File: src/rtl/arb_pkg.sv
// Shared types and helpers for the round-robin bus arbiter.
package arb_pkg;

    localparam int NREQ = 4;

    typedef enum logic [1:0] {
        IDLE,
        ISSUE,
        WAIT
    } state_t;

    function automatic logic [NREQ-1:0] onehot4(input logic [1:0] idx);
        onehot4 = 4'b0001 << idx;
    endfunction

endpackage

File: src/rtl/rr_pick4.sv
// Combinational round-robin picker: first asserted request at or above ptr, mod 4.
module rr_pick4 (
    input  logic [3:0] req,
    input  logic [1:0] ptr,
    output logic [1:0] idx,
    output logic       any
);

    always_comb begin
        // NOTE: every output gets a default before the loop so no latch is inferred.
        idx = ptr;
        any = |req;
        // Scan from the farthest offset down so the nearest hit is assigned last.
        for (int i = 3; i >= 0; i--) begin
            if (req[ptr + 2'(i)]) begin
                idx = ptr + 2'(i);
            end
        end
    end

endmodule

File: src/rtl/rr_bus_arbiter.sv
// Round-robin arbiter/sequencer for one shared bus port with up to four requesters
// and a response watchdog.
module rr_bus_arbiter
    import arb_pkg::*;
#(
    parameter int TIMEOUT = 1023,
    localparam int CNT_W  = ($clog2(TIMEOUT + 1) < 1) ? 1 : $clog2(TIMEOUT + 1)
) (
    input  logic       clk,
    input  logic       rst,
    input  logic [3:0] req_valid,
    output logic [3:0] req_ready,
    output logic [3:0] resp_valid,
    output logic       resp_err,
    output logic [1:0] sel,
    output logic [3:0] grant,
    output logic       m_valid,
    input  logic       m_ready,
    input  logic       m_resp_valid,
    output logic       busy
);

    state_t           state_q, state_d;
    logic [1:0]       ptr_q, ptr_d;
    logic [1:0]       sel_q, sel_d;
    logic [3:0]       grant_q, grant_d;
    logic [CNT_W-1:0] cnt_q, cnt_d;

    logic [1:0] pick_ptr;
    logic [1:0] pick_idx;
    logic       pick_any;
    logic       timeout;
    logic       resp_fire;

    // In the response cycle the pointer has not been written yet, so feed sel+1 directly.
    assign pick_ptr = (state_q == WAIT) ? sel_q + 2'd1 : ptr_q;

    rr_pick4 u_pick (
        .req (req_valid),
        .ptr (pick_ptr),
        .idx (pick_idx),
        .any (pick_any)
    );

    assign timeout   = (TIMEOUT != 0) && (cnt_q == CNT_W'(TIMEOUT - 1));
    assign resp_fire = (state_q == WAIT) && (m_resp_valid || timeout);

    assign sel        = sel_q;
    assign grant      = grant_q;
    assign busy       = (state_q != IDLE);
    assign m_valid    = (state_q == ISSUE) && req_valid[sel_q];
    assign req_ready  = (m_valid && m_ready) ? onehot4(sel_q) : 4'b0000;
    assign resp_valid = resp_fire ? onehot4(sel_q) : 4'b0000;
    assign resp_err   = resp_fire && !m_resp_valid;

    always_comb begin
        state_d = state_q;
        ptr_d   = ptr_q;
        sel_d   = sel_q;
        grant_d = grant_q;
        cnt_d   = cnt_q;
        unique case (state_q)
            IDLE: begin
                if (pick_any) begin
                    sel_d   = pick_idx;
                    grant_d = onehot4(pick_idx);
                    state_d = ISSUE;
                end
            end
            ISSUE: begin
                if (!req_valid[sel_q]) begin
                    state_d = IDLE;
                    grant_d = 4'b0000;
                end else if (m_ready) begin
                    state_d = WAIT;
                    cnt_d   = '0;
                end
            end
            WAIT: begin
                cnt_d = cnt_q + CNT_W'(1);
                if (resp_fire) begin
                    ptr_d = sel_q + 2'd1;
                    if (pick_any) begin
                        sel_d   = pick_idx;
                        grant_d = onehot4(pick_idx);
                        state_d = ISSUE;
                    end else begin
                        grant_d = 4'b0000;
                        state_d = IDLE;
                    end
                end
            end
            default: begin
                state_d = IDLE;
                grant_d = 4'b0000;
            end
        endcase
    end

    // NOTE: sequential state uses non-blocking assignments so every flop samples pre-edge values.
    always_ff @(posedge clk or posedge rst) begin
        if (rst) begin
            state_q <= IDLE;
            ptr_q   <= 2'd0;
            sel_q   <= 2'd0;
            grant_q <= 4'b0000;
            cnt_q   <= '0;
        end else begin
            state_q <= state_d;
            ptr_q   <= ptr_d;
            sel_q   <= sel_d;
            grant_q <= grant_d;
            cnt_q   <= cnt_d;
        end
    end

endmodule
File: config.mk
export PLATFORM = sky130hd
export DESIGN_NAME = rr_bus_arbiter
export DESIGN_NICKNAME = d
export VERILOG_FILES = /design/src/rtl/arb_pkg.sv /design/src/rtl/rr_pick4.sv /design/src/rtl/rr_bus_arbiter.sv
export SDC_FILE = /design/constraint.sdc
export NUM_CORES = 1
export LEC_CHECK = 0
export CAP_MARGIN = 20
export CORE_UTILIZATION = 35
export CTS_BUF_LIST = sky130_fd_sc_hd__clkbuf_4 sky130_fd_sc_hd__clkbuf_8
export DETAILED_ROUTE_END_ITERATION = 6
export PLACE_DENSITY_LB_ADDON = 0.1
export SKIP_CTS_REPAIR_TIMING = 1
export SYNTH_ARGS = -nofsm -noshare
export SYNTH_HDL_FRONTEND = slang
export SYNTH_SLANG_ARGS = --single-unit
File: constraint.sdc
create_clock -name clk -period 3.1 [get_ports clk]
set_input_delay 0.62 -clock clk [delete_from_list [all_inputs] [get_ports clk]]
set_output_delay 0.62 -clock clk [all_outputs]
set_load 0.005 [all_outputs]
==> flow_summary.ini <==
[clock_network]
cts_sinks = 20
htree_levels = 1
cts_max_path_buffers = 2
cts_tree = yes
clk_pin_slew_ns = 0.08
root_buffer = clkbuf_8
cts_buffers = 3
clk_latency_ns = 0.26

[cells_and_area]
drive_above_1_share_pct = 14.0
finalNetCount = 187
antenna_cells = 0
finalInstanceArea_mm2 = 0.00169
syn_to_final_growth_pct = 31.3

[timing]
skew_ns = 0.00768
clock.fmax_ghz = 0.329
hold_viol = 0
finalSetupTns_ns = 0
layout_min_cycle_time_ns = 3.04
report.final.slew_viol_count = 0
setup_viol = 0
grt_setup_unrepaired = no
period_share_pct = 98.1
slew_headroom_pct = 47.4
tightest_slew_ns = 0.788

[synthesis]
syn_inst = 140
avgSynthCellArea_um2 = 9.21
ys_async_sr_fraction_pct = 100
synth_area_mm2 = 0.00129
ys_ff_latch = 20
synthTopCellsByCount = dfrtp_1 (20), nand2_1 (17), o21ai_0 (16)
ys_types = 44
synth_edf_count = 0
yosys_warnings = 0
yosysMostFrequentCell = dfrtp_1
netlist.area_leader.share_pct = 38.8
yosys.area.top_type = dfrtp_1
ys_top_cells_by_area = dfrtp_1 (39%), o21ai_0 (6.2%), ha_1 (5.8%)
synth_ff_type = dfrtp_1
synth_nets = 154
synth_seq_area_share_pct = 38.8

[die]
start_util_pct = 37.5
die_h_um = 62.7
die_w_um = 62.7
pin_count = 25
num_rows = 21
core_area_mm2 = 0.00344
die-area_mm2 = 0.00393

[worst_hold_path]
hold_depth = 1
worstHoldPathType = flop to flop

[drt]
finalWirelength_um = 3210
drc = 0
firstDrtPassIters = 4
dr.first_iter.drc_count = 125
vias = 1164
ant_nets = 0
via_per_inst = 5.34
wl_per_cell_um = 14.7

[global_routing]
grtUsageTotal_pct = 17.6
grt_pass1_wl_um = 5550
antenna_found_initial = 0
grt_start_max_net_pins = 21
grt_pass1_vias = 1241
gr-total-overflow = 0

[place]
gp_congestion = 0.811
hpwl_um = 2520
port_buffers = 24
place_area_mm2 = 0.00162

[worst_setup_path]
path_class = primary input to output pin
r2r_cells = 8
critPathArrivalTime_ns = 2.42
startpoint_type = primary input
crit_required_ns = 2.48
end_kind = output pin
worstPathMaxFanout = 5

[pwr]
peakVddDrop_uv = 461
p_leak_nw = 0.737
power.density_mw_per_mm2 = 780

[job]
maxCapViolCount = 0

[status]
status = finished, final reports clean
sequential cells by signal, summed over array words and instances, names as in the netlist:
name and count:
cnt_q 10, state_q 2, ptr_q 2, sel 2
grant 4
placed cells by master (no fill, tap or decap), drive strengths merged, types with 2 or more instances in the layout:
cell            n
a21oi           6
nor3            3
nand3           3
and3            2
nor4bb          2
and2            9
clkdlybuf4s50  24
ha              6
nand2          17
buf             8
nand3b          2
inv             7
o21ai          18
nand2b          2
clkbuf          3
a31oi           2
dfrtp          20
a22o            2
and4            2
mux2            2
mux2i           3
a211o           2
nor2            9
where the power goes:
group	internal, mW	total [mW]	leakage [nW]	switching, mW
combinational	0.327	0.634	0.437	0.307
clock	0.172	0.261	0.0357	0.0889
sequential	0.334	0.427	0.265	0.0935
final cells by class:
type	count	area [um^2]
multi-input combinational	109	738
fill	349	1750
tap	46	57.6
timing repair buffer	32	300
inverter	7	26.3
clock inverter	1	30.0
clock buffer	3	41.3
sequential	20	500
path summary, 6_finish.rpt:
check | start | end | slack (ns)
max | req_valid[3] | req_ready[1] | 0.06
min | cnt_q[7] | cnt_q[7] | 0.48
max reg2reg | sel[0] | grant[1] | 0.84
min reg2reg | cnt_q[7] | cnt_q[7] | 0.48
max in group asynchronous | rst | ptr_q[0] | 1.80
min in group asynchronous | rst | state_q[1] | 0.81
through the flow:
step,setup slack [ns],hold slack (ns),power (mW),std cells,utilization [%]
floorplan,0.858,0.443,0.810,140,-
global placement,0.0748,0.476,1.05,214,47.1
detailed placement,0.0445,0.479,1.07,214,47.1
CTS,0.0445,0.492,1.34,218,49.2
global route,0.0161,0.526,1.42,218,49.2
finish,0.0593,0.483,1.32,218,49.2
critical path, stage by stage:
cell and delay (ns):
clkdlybuf4s50_1 0.42, mux4_2 0.49, and4b_2 0.29, and2_1 0.16
clkdlybuf4s50_1 0.45
metal layers:
layer  track usage (%)  wire [um]  vias up  share of wire [%]
met3              4.56        138        4                4.3
met2              31.8       1690       25                 53
li1                  -          -      574                  -
met4              4.36         19        0               0.59
met5                 0          0        -                  0
met1              20.6       1360      561                 42
cell families after synthesis:
logic type / Yosys count / share of synthesized area [%]
buffers and inverters: 11 / 3.98
flip-flops: 20 / 38.8
AND/OR/NAND/NOR: 57 / 25.2
XOR/XNOR: 1 / 0.679
AO/OA/AOI/OAI: 39 / 19.7
adder cells (fa/ha/maj): 6 / 5.82
multiplexers: 6 / 5.82
No activity file was read; power rests on OpenSTA's default activity.
